## src/rtl/yutorina_pipe_ctrl_pkg.sv

```systemverilog
// Shared constants and types for the Yutorina pipeline controller.
// FSM encoding, exception vector default, MEM/EXP/GPR codes.
package yutorina_pipe_ctrl_pkg;

  localparam int GPR_ADDR_W  = 5;
  localparam int WORD_ADDR_W = 30;
  localparam int MEM_OP_W    = 2;
  localparam int EXP_W       = 3;

  localparam logic [WORD_ADDR_W-1:0] EXP_VECTOR_DEF = 30'h0000_0100;

  localparam logic [MEM_OP_W-1:0] MEM_OP_NOP   = 2'd0;
  localparam logic [MEM_OP_W-1:0] MEM_OP_LOAD  = 2'd1;
  localparam logic [MEM_OP_W-1:0] MEM_OP_STORE = 2'd2;

  localparam logic [EXP_W-1:0] EXP_NONE       = 3'd0;
  localparam logic [EXP_W-1:0] EXP_EXT_INT    = 3'd1;
  localparam logic [EXP_W-1:0] EXP_UNDEF_INSN = 3'd2;
  localparam logic [EXP_W-1:0] EXP_OVERFLOW   = 3'd3;
  localparam logic [EXP_W-1:0] EXP_MISS_ALIGN = 3'd4;
  localparam logic [EXP_W-1:0] EXP_TRAP       = 3'd5;
  localparam logic [EXP_W-1:0] EXP_PRV_VIO    = 3'd6;

  localparam logic [GPR_ADDR_W-1:0] GPR_ZERO = 5'd0;

  typedef enum logic [1:0] {
    CTRL_RUN       = 2'd0,
    CTRL_EXP_PEND  = 2'd1,
    CTRL_EXP_FLUSH = 2'd2
  } ctrl_state_e;

  function automatic logic gpr_hit(
    input logic                  used,
    input logic [GPR_ADDR_W-1:0] r_addr,
    input logic [GPR_ADDR_W-1:0] w_addr
  );
    return used && (r_addr == w_addr);
  endfunction

endpackage

```

## src/rtl/yutorina_pipe_ctrl_load_use_det.sv

```systemverilog
// Load-use hazard compare between the EX load destination
// and the ID operand reads (pure combinational).
module yutorina_load_use_det
  import yutorina_pipe_ctrl_pkg::*;
(
  input  logic                  id_en_,
  input  logic [GPR_ADDR_W-1:0] id_r_addr1,
  input  logic [GPR_ADDR_W-1:0] id_r_addr2,
  input  logic                  id_r_used1,
  input  logic                  id_r_used2,
  input  logic                  ex_en_,
  input  logic [GPR_ADDR_W-1:0] ex_w_addr,
  input  logic [MEM_OP_W-1:0]   ex_mem_op,
  output logic                  hazard
);

  logic ex_load;
  logic rd_hit;

  // r0 is hardwired, so a load targeting it never blocks a reader
  assign ex_load = !ex_en_ && (ex_mem_op == MEM_OP_LOAD)
                && (ex_w_addr != GPR_ZERO);

  assign rd_hit = gpr_hit(id_r_used1, id_r_addr1, ex_w_addr)
               || gpr_hit(id_r_used2, id_r_addr2, ex_w_addr);

  assign hazard = !id_en_ && ex_load && rd_hit;

endmodule

```

## src/rtl/yutorina_pipe_ctrl.sv

```systemverilog
// Yutorina pipeline controller: stalls, flushes, PC redirect, exception entry.
// Define YUTORINA_PERF_CNT_EN to add the stall_cnt performance counter.
module yutorina_pipe_ctrl
  import yutorina_pipe_ctrl_pkg::*;
#(
  parameter logic [WORD_ADDR_W-1:0] EXP_VECTOR = EXP_VECTOR_DEF
) (
  input  logic                   clk,
  input  logic                   rst,
  input  logic                   id_en_,
  input  logic [GPR_ADDR_W-1:0]  id_r_addr1,
  input  logic [GPR_ADDR_W-1:0]  id_r_addr2,
  input  logic                   id_r_used1,
  input  logic                   id_r_used2,
  input  logic                   br_taken,
  input  logic [WORD_ADDR_W-1:0] br_addr,
  input  logic                   ex_en_,
  input  logic [GPR_ADDR_W-1:0]  ex_w_addr,
  input  logic [MEM_OP_W-1:0]    ex_mem_op,
  input  logic [EXP_W-1:0]       mem_exp_code,
  input  logic [WORD_ADDR_W-1:0] mem_pc,
  input  logic                   bus_busy,
  output logic                   if_stall,
  output logic                   id_stall,
  output logic                   ex_stall,
  output logic                   mem_stall,
  output logic                   if_flush,
  output logic                   id_flush,
  output logic                   ex_flush,
  output logic                   mem_flush,
  output logic                   pc_load,
  output logic [WORD_ADDR_W-1:0] new_pc,
  output logic [WORD_ADDR_W-1:0] epc,
  output logic [EXP_W-1:0]       exp_code
`ifdef YUTORINA_PERF_CNT_EN
  ,
  output logic [31:0]            stall_cnt
`endif
);

  ctrl_state_e state;
  ctrl_state_e state_nx;
  logic        exp_ign;
  logic        exp_latch;
  logic        load_use;
  logic        exp_hit;
  logic        br_hit;

  yutorina_load_use_det u_lud (
    .id_en_     (id_en_),
    .id_r_addr1 (id_r_addr1),
    .id_r_addr2 (id_r_addr2),
    .id_r_used1 (id_r_used1),
    .id_r_used2 (id_r_used2),
    .ex_en_     (ex_en_),
    .ex_w_addr  (ex_w_addr),
    .ex_mem_op  (ex_mem_op),
    .hazard     (load_use)
  );

  // the cycle after a flush sees only bubbles, so its cause is stale
  assign exp_hit = (mem_exp_code != EXP_NONE) && !exp_ign;
  assign br_hit  = !id_en_ && br_taken;

  always_comb begin
    state_nx  = state;
    exp_latch = 1'b0;
    if_stall  = 1'b0;
    id_stall  = 1'b0;
    ex_stall  = 1'b0;
    mem_stall = 1'b0;
    if_flush  = 1'b0;
    id_flush  = 1'b0;
    ex_flush  = 1'b0;
    mem_flush = 1'b0;
    pc_load   = 1'b0;
    new_pc    = '0;
    if (!rst) begin
      unique case (state)
        CTRL_RUN: begin
          if (exp_hit || bus_busy) begin
            if_stall  = 1'b1;
            id_stall  = 1'b1;
            ex_stall  = 1'b1;
            mem_stall = 1'b1;
            if (exp_hit) begin
              state_nx  = bus_busy ? CTRL_EXP_PEND : CTRL_EXP_FLUSH;
              exp_latch = !bus_busy;
            end
          end else if (load_use) begin
            if_stall = 1'b1;
            id_stall = 1'b1;
            id_flush = 1'b1;
          end else if (br_hit) begin
            pc_load  = 1'b1;
            new_pc   = br_addr;
            if_flush = 1'b1;
          end
        end
        CTRL_EXP_PEND: begin
          if_stall  = 1'b1;
          id_stall  = 1'b1;
          ex_stall  = 1'b1;
          mem_stall = 1'b1;
          if (!bus_busy) begin
            state_nx  = CTRL_EXP_FLUSH;
            exp_latch = 1'b1;
          end
        end
        CTRL_EXP_FLUSH: begin
          if_flush  = 1'b1;
          id_flush  = 1'b1;
          ex_flush  = 1'b1;
          mem_flush = 1'b1;
          pc_load   = 1'b1;
          new_pc    = EXP_VECTOR;
          state_nx  = CTRL_RUN;
        end
        default: state_nx = CTRL_RUN;
      endcase
    end
  end

  always_ff @(posedge clk) begin
    if (rst) begin
      state    <= CTRL_RUN;
      exp_ign  <= 1'b0;
      epc      <= '0;
      exp_code <= EXP_NONE;
    end else begin
      state   <= state_nx;
      exp_ign <= (state == CTRL_EXP_FLUSH);
      if (exp_latch) begin
        epc      <= mem_pc;
        exp_code <= mem_exp_code;
      end
    end
  end

`ifdef YUTORINA_PERF_CNT_EN
  always_ff @(posedge clk) begin
    if (rst) begin
      stall_cnt <= '0;
    end else if (if_stall && (stall_cnt != 32'hFFFF_FFFF)) begin
      stall_cnt <= stall_cnt + 32'd1;
    end
  end
`endif

endmodule
```

## config.mk

```make
export PLATFORM = sky130hd
export DESIGN_NAME = yutorina_pipe_ctrl
export DESIGN_NICKNAME = d
export VERILOG_FILES = /design/src/rtl/yutorina_pipe_ctrl_pkg.sv /design/src/rtl/yutorina_pipe_ctrl_load_use_det.sv /design/src/rtl/yutorina_pipe_ctrl.sv
export SDC_FILE = /design/constraint.sdc
export NUM_CORES = 1
export LEC_CHECK = 0
export CORE_ASPECT_RATIO = 0.6
export CORE_MARGIN = 8
export CORE_UTILIZATION = 38
export CTS_BUF_LIST = sky130_fd_sc_hd__clkbuf_8
export DETAILED_ROUTE_END_ITERATION = 16
export PLACE_DENSITY = 0.89
export SETUP_SLACK_MARGIN = 0.5
export SKIP_LAST_GASP = 1
export SYNTH_ARGS = -nofsm -noshare
export SYNTH_HDL_FRONTEND = slang
export SYNTH_SLANG_ARGS = --single-unit
export TNS_END_PERCENT = 1
```

## constraint.sdc

```tcl
create_clock -name clk -period 4.3 [get_ports clk]
set_clock_uncertainty 0.05 [all_clocks]
set_input_delay 0.43 -clock clk [delete_from_list [all_inputs] [get_ports clk]]
set_output_delay 0.43 -clock clk [all_outputs]
set_load 0.02 [all_outputs]
```

After elaboration in Yosys (flattened, before gate mapping)
Cells that the tools add are included.

Flip-flop bits (word level): 36. Output and inout port bits: 72. Logic and storage cells: 62.

Equality and inequality tests: 8. Muxes and demuxes: 32. Reductions and logical operators: 18.

Operators with widths (count): $mux W30 (4); $pmux W30 S2 (1); $mux W1 (17); $eq A5 B5 Y1 (2); $pmux W1 S2 (5); $logic_and A1 B1 Y1 (8); $mux W2 (4); $ne A2 B2 Y1 const B (3); $reduce_bool A5 Y1 (1); $eq A2 B1 Y1 const B (2); $logic_not A1 Y1 (4); $pmux W2 S2 (1); $reduce_and A3 Y1 (1); $reduce_bool A3 Y1 (1); $eq A2 B2 Y1 const B (1); $logic_not A2 Y1 (1); $logic_or A1 B1 Y1 (2).

Longest topological paths before layout
Gate-level depths: netlist (run 1).

Word-level depth: 9. Depth in mapped cells: 7. Mapped depth without buffers: 4.

Cells and area by module
A second synthesis (run 1) with hierarchy kept.

Cells, all modules: 220. Area total of the unflattened synthesis: 2053.2 µm².

By module, submodules not included: yutorina_pipe_ctrl (times used 1, cells an instance 202, area each 1910.6 µm², sequential area each 720.7 µm²); yutorina_load_use_det (times used 1, cells an instance 18, area each 142.6 µm², sequential area each 0.0 µm²).

Least setup slack after synthesis (run 1)
OpenSTA, ideal clock, no wires.

Path kind: in2out. From: input mem_exp_code[2]. To: output pc_load. Arrival time: 1889 ps. Slack: 1931 ps. Cell stages on the path: 6. Cell sequence: nor4_4 > o21ai_2 > or2_4 > buf_6 > o21ai_1 > buf_4.

Word-level cells in the longest chain between the ends: 6.

Ends and longest elaborated chain: start, declared (RTL line yutorina_pipe_ctrl.sv:20) `input logic [EXP_W-1:0] mem_exp_code,`; $reduce_bool A3 Y1 (RTL line yutorina_pipe_ctrl.sv:62) `assign exp_hit = (mem_exp_code != EXP_NONE) && !exp_ign;`; $logic_and A1 B1 Y1 (RTL line yutorina_pipe_ctrl.sv:62); $logic_or A1 B1 Y1 (RTL line yutorina_pipe_ctrl.sv:81) `if (exp_hit || bus_busy) begin`; $mux W1; $pmux W1 S2; $mux W1; end, declared (RTL line yutorina_pipe_ctrl.sv:31) `output logic pc_load,`.

No other way between the ends.

Worst setup path after layout (run 1)
From: input id_en_. To: output new_pc[15].

Word-level cells in the longest chain between the ends: 7.

Ends and longest elaborated chain: start, declared (RTL line yutorina_pipe_ctrl.sv:10) `input logic id_en_,`; $logic_not A1 Y1 (*) (RTL line yutorina_pipe_ctrl_load_use_det.sv:27, yutorina_pipe_ctrl.sv:63); $logic_and A1 B1 Y1, on equally long branches (RTL line yutorina_pipe_ctrl.sv:63, yutorina_pipe_ctrl_load_use_det.sv:27); $mux W30 or $logic_and A1 B1 Y1 (tied branches) (RTL line yutorina_pipe_ctrl.sv:94, yutorina_pipe_ctrl_load_use_det.sv:27); $mux W30 (*) (RTL line yutorina_pipe_ctrl.sv:90) `end else if (load_use) begin`; $mux W30 (*) (RTL line yutorina_pipe_ctrl.sv:81); $pmux W30 S2 (*) (RTL line yutorina_pipe_ctrl.sv:79) `unique case (state)`; $mux W30 (*) (RTL line yutorina_pipe_ctrl.sv:78) `if (!rst) begin`; end, declared (RTL line yutorina_pipe_ctrl.sv:32) `output logic [WORD_ADDR_W-1:0] new_pc,`.

Mark *: on every way between the ends. The rest lies on a longest branch, timed or not.

==> metrics.md, run 1 <==
| Metric | Value |
|---|---|
| Crit path max-delay family | `buffers and inverters` |
| CP endpoint | `new_pc[15]` |
| Crit end category | `output pin` |
| Sw power | `0.000233 W` |
| Final GP Congestion | `0.789` |
| Sequential power share | `40.1%` |
| Fin cells | `445` |
| FF-to-FF End | `epc[23]$_SDFFE_PP0P_` |
| # nets final | `463` |
| Antenna violations before repair | `0` |
| Max Cap Viol | `0` |
| CP arrival | `2.92 ns` |
| DP HPWL | `5.81 mm` |
| 1st-pass router iterations | `4` |
| Floorplan row count | `21` |
| Int Power | `0.000663 W` |
| Cts bufs inserted | `5` |
| 1st-iter DRT viols | `134` |
| Via count | `2,087` |
| # port buffers | `159` |
| Post-synthesis sequential area ratio | `33.7%` |
| Die X | `113 um` |
| Placed instance area | `3720 um2` |
| Avg Cell Area, Syn | `9.45 um2` |
| Critical Path Start | `id_en_` |
| Synth async-reset ratio | `0%` |
| Yosys warns | `0` |
| Routed Antenna Nets | `0` |
| Vias per cell | `4.69` |
| Peak VDD IR | `0.181 mV` |
| Worst-Margin Slew | `0.810 ns` |
| Clock power share | `32.2%` |
| # fillers | `419` |
| Worst Slack Setup Final | `0.902 ns` |
| Global route overflow | `0` |
| Post-CTS Resized | `0` |
| Io pins | `160` |
| Initial Utilization | `38.9%` |
| RSZ-0062 raised after global routing | `no` |
| Crit path buf inv count | `3` |
| Most used DFF post-synth | `dfxtp_1` |
| Wire per inst | `15.7 um` |
| Root buf cell | `clkbuf_8` |
| Critical path peak fanout | `22` |
| Clock buffer depth | `2` |
| Post-Syn Instances | `226` |
| Syn Nets | `314` |
| Die Y | `74.1 um` |
| Post-synth top area share | `33.7%` |
| Layout Area Growth over Synthesis | `79.1%` |
| Hold crit path type | `flip-flop to flip-flop` |
| Distinct cells, synth | `31` |
| Register clock-pin slew on the reported worst setup and hold paths | `0.07 ns` |
| Routed wire length | `7.00 mm` |
| Antenna diode count | `0` |
| Largest net degree at the start of global routing | `37` |
| Slowest CP cell | `or4b_1` |
| Slowest stage delay, CP | `0.58 ns` |
| #FFs+latches synth | `36` |
| Post-synth EDFFs | `0` |
| Required @ worst endpoint | `3.82 ns` |
| Sw Ratio | `26.0%` |
| Worst Setup Start Kind | `primary input` |
| Core area | `5490 um2` |
| Final TNS setup | `0 ns` |
| Logic pwr share | `27.8%` |
| Place WS | `0.897 ns` |
| Num Clock Sinks | `36` |
| Clock Latency Late Sink | `0.28 ns` |
| Worst hold slack | `0.446 ns` |
| Most common cell on crit path | `clkdlybuf4s50_1` |
| Final setup fails | `0` |
| Pwr Density | `234 nW/um2` |
| Register-to-Register Setup Slack | `2.26 ns` |
| Cell taking the most area after synthesis | `dfxtp_1` |
| CTS H-tree lvls | `2` |
| GRT Util Overall | `16.2%` |
| Residual DRC | `0` |
| Die area | `8350 um2` |
| Final instance area | `3820 um2` |
| FF-to-FF path depth | `5` |
| Cells along the critical path | `clkdlybuf4s50_1 -> or4b_1 -> a21oi_4 -> buf_4 -> a211oi_2 -> clkdlybuf4s50_1` |
| Synth Cell Area | `2140 um2` |
| Critical path class | `primary input to output pin` |
| Hold_buf cts | `0` |
| Status | `completed` |
| Worst r2r src | `state[0]$_SDFFE_PP0P_` |
| Placed Cells | `437` |
| Lkg Pwr | `1.43 nW` |
| Stages on the worst setup path | `6` |
| Slew HR | `45.8%` |
| Layout cells sized above 1 | `13.0%` |
| First-pass GRT wire length | `10.8 mm` |
| Final hold vios | `0` |
| Fin crit period | `3.40 ns` |
| Largest cells by area after synthesis | `dfxtp_1 34%, a211oi_2 17%, mux2i_1 15%` |
| CTS tree | `done` |
| # Post-CTS Setup Buffers | `0` |
| Number of global-route vias before repair | `2,118` |
| Period utilization | `79.0%` |
| Post-synth top cells | `36 x dfxtp_1, 36 x nor2_1, 33 x mux2i_1` |
| Fmax | `294 MHz` |
| Final Max Slew Viols | `0` |
## power groups by stage
| stage | clock, W | sequential (W) | combinational, W |
|---|---|---|---|
| after global routing | 0.000313 | 0.000361 | 0.000265 |
| after global placement | 0 | 0.000366 | 0.000246 |
| after floorplan | 0 | 0.000385 | 0.0000945 |
| after detailed placement | 0 | 0.000367 | 0.000251 |
| final | 0.000288 | 0.000359 | 0.000249 |
| after CTS | 0.000301 | 0.000359 | 0.000252 |
## stage by stage
step / power (W) / util (%)
5_1_grt: 0.000939 / 69.7
2_1_floorplan: 0.000479 / -
4_1_cts: 0.000912 / 69.7
6_report: 0.000896 / 69.7
3_3_place_gp: 0.000612 / 67.7
3_5_place_dp: 0.000617 / 67.7
## routing by layer
layer	share of wire, %	global-route usage, %	vias up	routed length (um)
met1	42	18.5	961	2960
met4	0.41	2.67	0	29
met2	50	28.8	73	3480
met5	0	0	-	0
met3	7.6	6.40	5	529
li1	-	-	1048	-
## logic make-up after synthesis
family / after synthesis / share of synthesized area, %
compound gates: 39 / 20.8
xor+xnor: 10 / 4.10
buf+inv: 53 / 13.2
flops: 36 / 33.7
mux: 33 / 15.5
simple gates: 55 / 12.7
## final cells by class
class | instances | area, um2 | share of cell area [%]
Multi-Input combinational cell | 137 | 1160 | 30.2
Inverter | 32 | 120 | 3.14
Clock inverter | 3 | 38.8 | 1.01
Timing Repair Buffer | 163 | 1630 | 42.7
Sequential cell | 36 | 721 | 18.8
Clock buffer | 5 | 68.8 | 1.80
Tap cell | 69 | 86.3 | 2.26
## flip-flops by register name, indices dropped and copies added, names as in the netlist
name and cells:
epc 30, exp_code 3, state 2, exp_ign 1
## worst min-delay path: cells and delay by family, from the launching register on
| family | cells | cell delay, ns |
|---|---|---|
| flops | 1 | 0.33 |
| simple gates | 1 | 0.07 |
| mux | 1 | 0.06 |
## cells in the final DEF (no fill, tap or decap)
master and instances:
a211oi_2 29, a21o_1 1, a21oi_4 1, a31o_2 1, and3_1 1, buf_12 1, buf_4 3, bufinv_16 1
clkbuf_8 5, clkdlybuf4s50_1 159, clkinv_2 1, dfxtp_1 36, inv_1 33, mux2i_1 33, nand2_1 4, nand3_1 1
nand3b_1 1, nand4_1 2, nor2_1 36, nor2_2 1, nor2b_1 1, nor3_1 3, nor4_4 1, nor4b_4 1
o21a_1 1, o21ai_1 2, o21ai_2 1, o22ai_4 1, o31a_1 2, or2_2 1, or2_4 1, or4b_1 1
xnor2_1 10
## worst min-delay path by stage
stage,depth (start not counted),start,end,slack [ns]
floorplan,2,state[1]$_SDFFE_PP0P_,exp_ign$_SDFF_PP0_,0.45
global route,2,epc[18]$_SDFFE_PP0P_,epc[18]$_SDFFE_PP0P_,0.47
CTS,2,epc[9]$_SDFFE_PP0P_,epc[9]$_SDFFE_PP0P_,0.45
finish,2,epc[9]$_SDFFE_PP0P_,epc[9]$_SDFFE_PP0P_,0.45
detailed placement,2,epc[9]$_SDFFE_PP0P_,epc[9]$_SDFFE_PP0P_,0.43
global placement,2,epc[1]$_SDFFE_PP0P_,epc[1]$_SDFFE_PP0P_,0.42
No activity file was read; power rests on OpenSTA's default activity.
==> run 2: changes to the inputs <==
CORE_UTILIZATION = 32   (was 38)
PLACE_DENSITY = 0.8   (was 0.89)
clock period = 2.84 ns   (was 4.3 ns; I/O delays follow)
==> run 2 against run 1 <==
  * Routed wire length grew 9.3%
  * Register-to-register slack lost 1.3 ns
  * Core utilization shrank 8.6 points
  * Cell count grew 7.9%
  * Global-route usage shrank 0.84 points
  * Clock-buffer cell count is the same
  * Die area grew 15%
  * Critical path depth grew 1
  * Hold slack gained 0.0017 ns
  * Sequential power grew 52%
  * Critical endpoint is now new_pc[2]
  * Highest routed layer unchanged
==> metrics.md, run 2 (synthesis results as in run 1) <==
| Metric | Value |
|---|---|
| Status | `completed` |
| Slowest CP cell | `or4b_1` |
| Commonest non-fill, non-tap cell in the layout | `clkdlybuf4s50_1` |
| Grt met1 use | `16.8% (-1.7 points)` |
| Fin crit period | `2.49 ns` |
| Tot Pwr | `0.00138 W (+54%)` |
| Slowest stage delay, CP | `0.57 ns (about the same)` |
| Slew HR | `67.9% (+22 points)` |
| Via count | `2,196 (+5.2%)` |
| Period utilization | `87.8%` |
| CP arrival | `2.16 ns (-0.76 ns)` |
| Num Clock Sinks | `36 (unchanged)` |
| CTS H-tree lvls | `2 (unchanged)` |
| DP HPWL | `6.17 mm (+6.3%)` |
| Antenna diode count | `0 (unchanged)` |
| Layout cells sized above 1 | `20.9% (+7.8 points)` |
| Antenna violations before repair | `0 (unchanged)` |
| Pwr Density | `345 nW/um2 (+47%)` |
| Die Y | `79.3 um (+7.0%)` |
| Initial Utilization | `32.6% (-6.3 points)` |
| RSZ-0062 raised after global routing | `yes` |
| # nets final | `480 (+3.7%)` |
| GRT Util Overall | `15.4% (-0.84 points)` |
| Io pins | `160 (unchanged)` |
| 1st-pass router iterations | `4 (unchanged)` |
| Crit path max-delay family | `buffers and inverters` |
| Die X | `121 um (+7.7%)` |
| Critical path peak fanout | `14 (-36%)` |
| Residual DRC | `0 (unchanged)` |
| Register-to-Register Setup Slack | `0.96 ns (-1.30 ns)` |
| Sw Ratio | `26.6% (+0.59 points)` |
| Fmax | `401 MHz` |
| Final hold vios | `0 (unchanged)` |
| Fin cells | `480 (+7.9%)` |
| Hold_buf cts | `0 (unchanged)` |
| CTS tree | `done` |
| Worst Slack Setup Final | `0.348 ns (-0.554 ns)` |
| Final Max Slew Viols | `0 (unchanged)` |
| Largest Register | `epc` |
| Max reg flops | `30 (unchanged)` |
| Routed wire length | `7.65 mm (+9.3%)` |
| Vias per cell | `4.58 (-2.4%)` |
| Placed Cells | `468 (+7.1%)` |
| Top Registers | `epc x30, exp_code x3, state x2` |
| First-pass GRT wire length | `12.0 mm (+11%)` |
| Clock buffer depth | `2 (unchanged)` |
| Global route overflow | `0 (unchanged)` |
| # port buffers | `159 (unchanged)` |
| Floorplan row count | `23 (+9.5%)` |
| Worst Setup Start Kind | `primary input` |
| Critical path class | `primary input to output pin` |
| Sw power | `0.000367 W (+58%)` |
| Cts bufs inserted | `5 (unchanged)` |
| Cells along the critical path | `clkdlybuf4s50_1 -> or4b_1 -> a21oi_4 -> buf_4 -> buf_12 -> a211oi_2 -> clkdlybuf4s15_2` |
| Hold crit path type | `flip-flop to flip-flop` |
| Crit end category | `output pin` |
| Number of global-route vias before repair | `2,326 (+9.8%)` |
| Lkg Pwr | `1.62 nW (+13%)` |
| Required @ worst endpoint | `2.51 ns (-1.31 ns)` |
| Met3 global-route usage | `6.23% (-0.17 points)` |
| Clock power share | `32.5% (+0.3 points)` |
| Layout Area Growth over Synthesis | `87.6%` |
| Final GP Congestion | `0.719 (-8.9%)` |
| Clock Latency Late Sink | `0.28 ns (about the same)` |
| Peak VDD IR | `0.283 mV (+56%)` |
| Worst-Margin Slew | `0.482 ns (-0.328 ns)` |
| Max Cap Viol | `0 (unchanged)` |
| GR peak layer | `met2` |
| Place WS | `-0.0460 ns (-0.943 ns)` |
| Most frequent cells in the layout | `122 x clkdlybuf4s50_1, 36 x nor2_1, 36 x dfxtp_1` |
| Worst hold slack | `0.448 ns (+0.00167 ns)` |
| Register clock-pin slew on the reported worst setup and hold paths | `0.08 ns (about the same)` |
| Final setup fails | `0 (unchanged)` |
| Sequential power share | `39.4% (-0.7 points)` |
| Root buf cell | `clkbuf_8` |
| 1st-iter DRT viols | `124 (-7.5%)` |
| Routed Antenna Nets | `0 (unchanged)` |
| Crit path buf inv count | `4 (+1)` |
| Wire per inst | `15.9 um (+1.3%)` |
| Final TNS setup | `0 ns (unchanged)` |
| Int Power | `0.00101 W (+53%)` |
| Core area | `6560 um2 (+19%)` |
| Largest net degree at the start of global routing | `34 (-8.1%)` |
| Met2 GRT Util | `27.4% (-1.4 points)` |
| Die area | `9630 um2 (+15%)` |
| Logic pwr share | `28.1% (+0.3 points)` |
run 2: cell types whose count changed in the layout (fill, tap and decap cells not counted), sizes merged:
cell,previous run,this run
dlygate4sd2,0,19
inv,33,32
or2,2,3
buf,4,20
dlymetal6s2s,0,1
clkinvlp,0,1
clkdlybuf4s50,159,122
clkdlybuf4s15,0,17
run 2: tightest hold or removal path, delay by kind of cell (launching register included):
| family | cells | cell delay, ns |
|---|---|---|
| flip-flops | 1 | 0.33 |
| multiplexers | 1 | 0.06 |
| AND/OR/NAND/NOR | 1 | 0.08 |
run 2: worst paths after layout:
kind                                        endpoint  cells after the start                   from
worst max-delay path                       new_pc[2]                      7                 id_en_
worst min-delay path            epc[26]$_SDFFE_PP0P_                      2   epc[26]$_SDFFE_PP0P_
worst max register to register   epc[3]$_SDFFE_PP0P_                      6  state[0]$_SDFFE_PP0P_
worst min register to register  epc[26]$_SDFFE_PP0P_                      2   epc[26]$_SDFFE_PP0P_
run 2: routing by layer:
metal | up-vias | share of wire [%]
li1 | 1087 | -
met1 | 1013 | 41
met2 | 86 | 49
met3 | 10 | 8.8
met4 | 0 | 1.2
met5 | - | 0
run 2: power by group through the flow:
stage,logic (W),clock network (W),registers (W)
2_1_floorplan,0.000143,0,0.000582
3_3_place_gp,0.000385,0,0.000554
3_5_place_dp,0.000391,0,0.000555
4_1_cts,0.000392,0.000463,0.000544
5_1_grt,0.000417,0.000488,0.000547
6_report,0.000388,0.000449,0.000544
run 2: layout make-up:
cell class,count,area (um2)
Fill cell,587,2550
Clock buffer,5,68.8
Inverter,32,120
Sequential cell,36,721
Multi-Input combinational cell,138,1170
Clock inverter,3,42.5
Tap cell,87,109
Timing Repair Buffer,179,1780
run 2: stage by stage:
step	area, um2	util, %
floorplan	2140	-
global route	4010	61.1
finish	4010	61.1
CTS	4000	61.0
global placement	3850	58.7
detailed placement	3850	58.7
run 2: what timing repair did:
item | CTS | global route
setup buffers | 3 | 0
pin swaps | 2 | 0
setup endpoints to repair | 37 | 36
gates resized for setup | 67 | 4
cloned | 1 | 0
